**config.mk**
```make
export PLATFORM = sky130hd
export DESIGN_NAME = ifetch
export DESIGN_NICKNAME = d
export VERILOG_FILES = /design/src/rtl/riscv_pkg.sv /design/src/rtl/npc_gen.sv /design/src/rtl/ifetch.sv
export SDC_FILE = /design/constraint.sdc
export NUM_CORES = 1
export LEC_CHECK = 0
export ABC_AREA = 1
export CAP_MARGIN = 10
export CORE_MARGIN = 3
export CORE_UTILIZATION = 45
export CTS_CLUSTER_DIAMETER = 100
export DETAILED_ROUTE_END_ITERATION = 8
export HOLD_SLACK_MARGIN = 0.02
export PLACE_DENSITY = 0.87
export SYNTH_ARGS = -nofsm -noshare
export SYNTH_HDL_FRONTEND = slang
export SYNTH_HIERARCHICAL = 1
export SYNTH_SLANG_ARGS = --single-unit
```
**constraint.sdc**
```tcl
create_clock -name clk_i -period 4.6 [get_ports clk_i]
set_clock_uncertainty 0.2 [all_clocks]
set_input_delay 0.92 -clock clk_i [delete_from_list [all_inputs] [get_ports clk_i]]
set_output_delay 0.92 -clock clk_i [all_outputs]
set_load 0.1 [all_outputs]
```
**src/rtl/riscv_pkg.sv**
```systemverilog
// Shared RV32 constants: opcodes, next-PC select encodings, the canonical NOP
// and the instruction-fetch FSM state encoding.
package riscv_pkg;

  localparam logic [6:0] OP_LUI    = 7'b0110111;
  localparam logic [6:0] OP_AUIPC  = 7'b0010111;
  localparam logic [6:0] OP_JAL    = 7'b1101111;
  localparam logic [6:0] OP_JALR   = 7'b1100111;
  localparam logic [6:0] OP_BRANCH = 7'b1100011;
  localparam logic [6:0] OP_LOAD   = 7'b0000011;
  localparam logic [6:0] OP_STORE  = 7'b0100011;
  localparam logic [6:0] OP_IMM    = 7'b0010011;
  localparam logic [6:0] OP_REG    = 7'b0110011;

  localparam logic [1:0] PC_SEQ  = 2'b00;
  localparam logic [1:0] PC_BR   = 2'b01;
  localparam logic [1:0] PC_JAL  = 2'b10;
  localparam logic [1:0] PC_JALR = 2'b11;

  // addi x0, x0, 0
  localparam logic [31:0] NOP = 32'h0000_0013;

  typedef enum logic [1:0] {
    ST_FETCH = 2'd0,
    ST_EXEC  = 2'd1,
    ST_HALT  = 2'd2
  } ifetch_state_t;

endpackage

```
**src/rtl/npc_gen.sv**
```systemverilog
// Combinational next-PC selection for the fetch unit, with an alignment flag
// for targets that are not on a 4-byte boundary.
module npc_gen
  import riscv_pkg::*;
(
  input  logic [31:0] pc,
  input  logic [1:0]  pc_sel,
  input  logic        branch,
  input  logic        br_taken,
  input  logic [31:0] imm,
  input  logic [31:0] alu_result,
  output logic [31:0] npc,
  output logic        misaligned
);

  logic [31:0] seq_pc;
  logic [31:0] rel_pc;

  assign seq_pc = pc + 32'd4;
  assign rel_pc = pc + imm;

  always_comb begin
    npc = seq_pc;
    case (pc_sel)
      PC_SEQ:  npc = seq_pc;
      PC_BR:   npc = (branch && br_taken) ? rel_pc : seq_pc;
      PC_JAL:  npc = rel_pc;
      PC_JALR: npc = {alu_result[31:1], 1'b0};
      default: npc = seq_pc;
    endcase
  end

  assign misaligned = |npc[1:0];

endmodule

```
**src/rtl/ifetch.sv**
```systemverilog
// Multi-cycle instruction fetch unit: FETCH waits on imem, EXEC presents the
// instruction and advances the PC, HALT freezes after any fetch error.
module ifetch
  import riscv_pkg::*;
#(
  parameter logic [31:0] RESET_PC     = 32'h0000_0000,
  parameter int          IMEM_TIMEOUT = 16
) (
  input  logic        clk_i,
  input  logic        rst_n_i,
  input  logic [1:0]  pc_sel_i,
  input  logic        branch_i,
  input  logic        br_taken_i,
  input  logic [31:0] imm_i,
  input  logic [31:0] alu_result_i,
  input  logic        hold_i,
  output logic        imem_req_o,
  output logic [31:0] imem_addr_o,
  input  logic        imem_ready_i,
  input  logic [31:0] imem_rdata_i,
  output logic [31:0] inst_o,
  output logic        inst_valid_o,
  output logic [31:0] pc_o,
  output logic [31:0] pc4_o,
  output logic        fetch_err_o,
  output logic [31:0] retired_o,
  output logic [1:0]  state_o
);

  localparam int WW = $clog2(IMEM_TIMEOUT + 1);
  localparam logic [WW-1:0] TMO_LAST = WW'(IMEM_TIMEOUT - 1);

  ifetch_state_t state, state_d;
  logic [31:0]   pc, pc_d;
  logic [31:0]   inst, inst_d;
  logic [31:0]   retired, retired_d;
  logic          err, err_d;
  logic [WW-1:0] wait_cnt, wait_d;
  logic [31:0]   npc;
  logic          misaligned;

  npc_gen u_npc_gen (
    .pc         (pc),
    .pc_sel     (pc_sel_i),
    .branch     (branch_i),
    .br_taken   (br_taken_i),
    .imm        (imm_i),
    .alu_result (alu_result_i),
    .npc        (npc),
    .misaligned (misaligned)
  );

  always_ff @(posedge clk_i or negedge rst_n_i) begin
    if (!rst_n_i) begin
      state    <= ST_FETCH;
      pc       <= RESET_PC;
      inst     <= NOP;
      retired  <= 32'd0;
      err      <= 1'b0;
      wait_cnt <= '0;
    end else begin
      state    <= state_d;
      pc       <= pc_d;
      inst     <= inst_d;
      retired  <= retired_d;
      err      <= err_d;
      wait_cnt <= wait_d;
    end
  end

  // Controller inputs only matter in EXEC; imem_ready_i only matters in FETCH.
  always_comb begin
    state_d   = state;
    pc_d      = pc;
    inst_d    = inst;
    retired_d = retired;
    err_d     = err;
    wait_d    = wait_cnt;
    case (state)
      ST_FETCH: begin
        if (imem_ready_i) begin
          inst_d  = imem_rdata_i;
          wait_d  = '0;
          state_d = ST_EXEC;
        end else if (wait_cnt == TMO_LAST) begin
          err_d   = 1'b1;
          state_d = ST_HALT;
        end else begin
          wait_d = wait_cnt + WW'(1);
        end
      end
      ST_EXEC: begin
        if (!hold_i) begin
          retired_d = retired + 32'd1;
          if (misaligned) begin
            // The faulting instruction still retires; pc stays on it.
            err_d   = 1'b1;
            state_d = ST_HALT;
          end else begin
            pc_d    = npc;
            state_d = ST_FETCH;
          end
        end
      end
      default: ;
    endcase
  end

  // State resets to FETCH, so the request is masked while reset is held.
  assign imem_req_o   = rst_n_i && (state == ST_FETCH);
  assign imem_addr_o  = pc;
  assign inst_valid_o = (state == ST_EXEC);
  assign inst_o       = inst;
  assign pc_o         = pc;
  assign pc4_o        = pc + 32'd4;
  assign fetch_err_o  = err;
  assign retired_o    = retired;
  assign state_o      = state;

endmodule

```
==> flow_summary.json <==
{
  "clk_transition_reported_paths_ns": 0.08,
  "die_x_um": 150,
  "drive_gt1_frac": 0.0682,
  "io_buffers": 267,
  "clockBufferDepth": 2,
  "synth_flop_cell": "dfrtp_1",
  "synth_area_per_cell_um2": 6.43,
  "vias": 10300,
  "synthMuxAreaShare": 0.0205,
  "postRouteAntennaNets": 0,
  "grt_pass1_wl_mm": 50.1,
  "cts_num_sinks": 104,
  "hold_class": "flop to flop",
  "root_buffer": "clkbuf_16",
  "synth_edf_count": 0,
  "worstMarginPinSlew_ns": 1.04,
  "cp-endpoint": "pc4_o[20]",
  "nFillCells": 1907,
  "h-tree-depth": 3,
  "drv_cap": 0,
  "worst_skew_pair.late_latency_ns": 0.36,
  "p_leak_nw": 6.05,
  "power_mw": 3.15,
  "drtPass1Iterations": 6,
  "viasPerCell": 5.27,
  "gp_congestion": 0.987,
  "cp_data_required_time_ns": 3.48,
  "drt-initial-drc-count": 818,
  "cp-start-kind": "flop",
  "synth_cell_types": 49,
  "fin_crit_sh": 0.837,
  "ioPinCount": 269,
  "synth_fp_nets": 1589,
  "routed_wl_mm": 31.9,
  "postCtsHoldBufs": 0,
  "multi_input_area_um2": 5650,
  "rr_startpoint": "imem_addr_o[0]$_DFFE_PN0P_",
  "syn_to_final_growth_pct": 31.6,
  "stdcell_count": 1955,
  "overflow": 0,
  "dp.cells": 1939,
  "synth_compound_area_frac": 0.0650,
  "track_usage": 0.281,
  "startpoint": "imem_addr_o[2]$_DFFE_PN0P_",
  "setup_viol": 0,
  "diodes": 0,
  "die_area_um2": 22500,
  "max_freq_mhz": 260,
  "drv_slew": 0,
  "cp-end-kind": "primary output",
  "layout.nets": 1821,
  "rsz0062_at_grt": "no",
  "synth_top_area_frac": 0.271,
  "synth_area_leaders": "dfrtp_1 27%, nand2_1 21%, inv_1 7.5%",
  "grt_pass1_vias": 9715,
  "crit_slowest_cell": "dfrtp_1",
  "netlist_instances": 1448,
  "tns_ns": 0,
  "synth_fa_ha_area_frac": 0.0505,
  "coreArea_um2": 20300,
  "grt_max_degree": 77,
  "numCtsBuffers": 9,
  "reg2reg_depth": 13,
  "relSlewSlack": 0.304,
  "dp_hpwl_mm": 25.4,
  "cts_tree": "yes",
  "synth_seq_cells": 104,
  "worstSetupPathType": "flop to primary output",
  "synth_top_family_by_area": "simple AND/OR/NAND/NOR gates",
  "die_y_um": 150,
  "ys_seq_area_frac": 0.280,
  "synth-xor-area-share": 0.0536,
  "post_drt_wl_per_cell_um": 16.3,
  "vdd_drop_max_v": 0.000182,
  "timing.reg2reg.setup_slack_ns": 1.80,
  "initial_utilization": 0.459,
  "antenna_found_initial": 1,
  "status": "completed",
  "cpPeakStageDelay_ns": 0.67,
  "netlist_area_um2": 9320,
  "cp.arrival_ns": 2.73,
  "cts-resized-gates": 0,
  "synthArstFlopShare": 1.00,
  "cp_cell_sequence": "ha_1 > nand3_2 > nor3_4 > nand3_1 > o21ai_0 > nand2_1 > buf_4",
  "synthSimpleGateAreaFrac": 0.416,
  "fin_crit_ns": 3.85,
  "cp_max_fo": 10,
  "synth_top_cell_by_area": "dfrtp_1",
  "drc": 0,
  "ys.warnings.count": 6,
  "post_cts_buffers": 0,
  "ff_latch_area_um2": 2610,
  "final_hold_viol_count": 0,
  "rows": 52,
  "powerDensity_nw_per_um2": 257,
  "worstReg2RegEnd": "imem_addr_o[24]$_DFFE_PN0P_"
}
layer usage:
layer	share of wire	wire (um)	global-route usage	up-vias
li1	-	-	-	5027
met1	0.39	12400	0.344	4704
met2	0.47	15100	0.472	493
met3	0.096	3050	0.0645	78
met4	0.040	1290	0.124	2
met5	0.00056	18	0	-
worst min-delay path by stage:
stage | to | from | cells past startpoint | slack, ns
after global routing | inst_o[23]$_DFFE_PN0P_ | inst_o[23]$_DFFE_PN0P_ | 2 | 0.29
after floorplan | wait_cnt[1]$_DFFE_PN0P_ | wait_cnt[1]$_DFFE_PN0P_ | 2 | 0.27
after detailed placement | inst_o[1]$_DFFE_PN1P_ | inst_o[1]$_DFFE_PN1P_ | 2 | 0.25
final | inst_o[1]$_DFFE_PN1P_ | inst_o[1]$_DFFE_PN1P_ | 2 | 0.27
after global placement | inst_o[1]$_DFFE_PN1P_ | inst_o[1]$_DFFE_PN1P_ | 2 | 0.25
after CTS | inst_o[1]$_DFFE_PN1P_ | inst_o[1]$_DFFE_PN1P_ | 2 | 0.27
layout by cell type, fill, tap and decap left out, drive strengths merged, types with 8 or more instances in the layout:
master	synthesis	routed
dfrtp	101	101
mux2	17	17
a21oi	52	52
nand3	110	110
o21ai	20	20
inv	191	195
nor3	37	37
nand4	28	28
clkbuf	5	9
o21bai	8	8
xor2	29	29
clkdlybuf4s50	0	237
o211ai	8	8
nand3b	14	14
buf	47	36
nand2	531	531
ha	36	36
nor2	160	160
xnor2	28	28
per-stage QoR:
step / cell area, um^2 / setup slack, ns / utilization / hold WS, ns
global placement: 12000 / 0.879 / 0.589 / 0.251
finish: 12300 / 0.750 / 0.604 / 0.268
CTS: 12300 / 0.739 / 0.604 / 0.265
floorplan: 9330 / -0.0171 / - / 0.267
global route: 12300 / 0.531 / 0.604 / 0.290
detailed placement: 12000 / 0.808 / 0.589 / 0.254
critical path: cells and delay by family (launching register included):
family          cells  cell delay, ns
compound gates      1            0.23
fa+ha+maj           1            0.36
buf+inv             1            0.25
flops               1            0.67
simple gates        4            0.87
layout make-up:
cell class,instances,area share
Multi-Input combinational cell,1101,0.461
Timing Repair Buffer,273,0.216
Sequential cell,104,0.213
Inverter,191,0.0587
Tap cell,270,0.0276
Clock buffer,9,0.0184
Clock inverter,7,0.00643
cell usage after synthesis (all sizes together) (3+ instances only):
cell type,count
a21o,3
a21oi,52
and2,4
buf,47
clkbuf,5
dfrtp,101
dfstp,3
ha,36
inv,191
mux2,17
nand2,531
nand3,110
nand3b,14
nand4,28
nor2,160
nor3,37
o211ai,8
o21ai,20
o21bai,8
o221ai,5
or2,4
xnor2,28
xor2,29
sequential cells by signal, indices dropped and copies added, names as in the netlist:
register / flops
retired_o: 32
inst_o: 32
state_o: 2
wait_cnt: 5
imem_addr_o: 32
fetch_err_o: 1
cells by family (layout without fill, tap and decap cells):
family | Yosys count | in the layout
adder cells (fa/ha/maj) | 37 | 37
AND/OR/NAND/NOR | 890 | 890
XOR/XNOR | 57 | 57
buffers and inverters | 243 | 480
AO/OA/AOI/OAI | 100 | 100
multiplexers | 17 | 17
flip-flops | 104 | 104
power by group:
group	internal [mW]	switching (mW)
sequential	0.947	0.0887
combinational	0.370	0.949
clock	0.388	0.405
total	1.70	1.44
(Power assumes the default switching activity.)
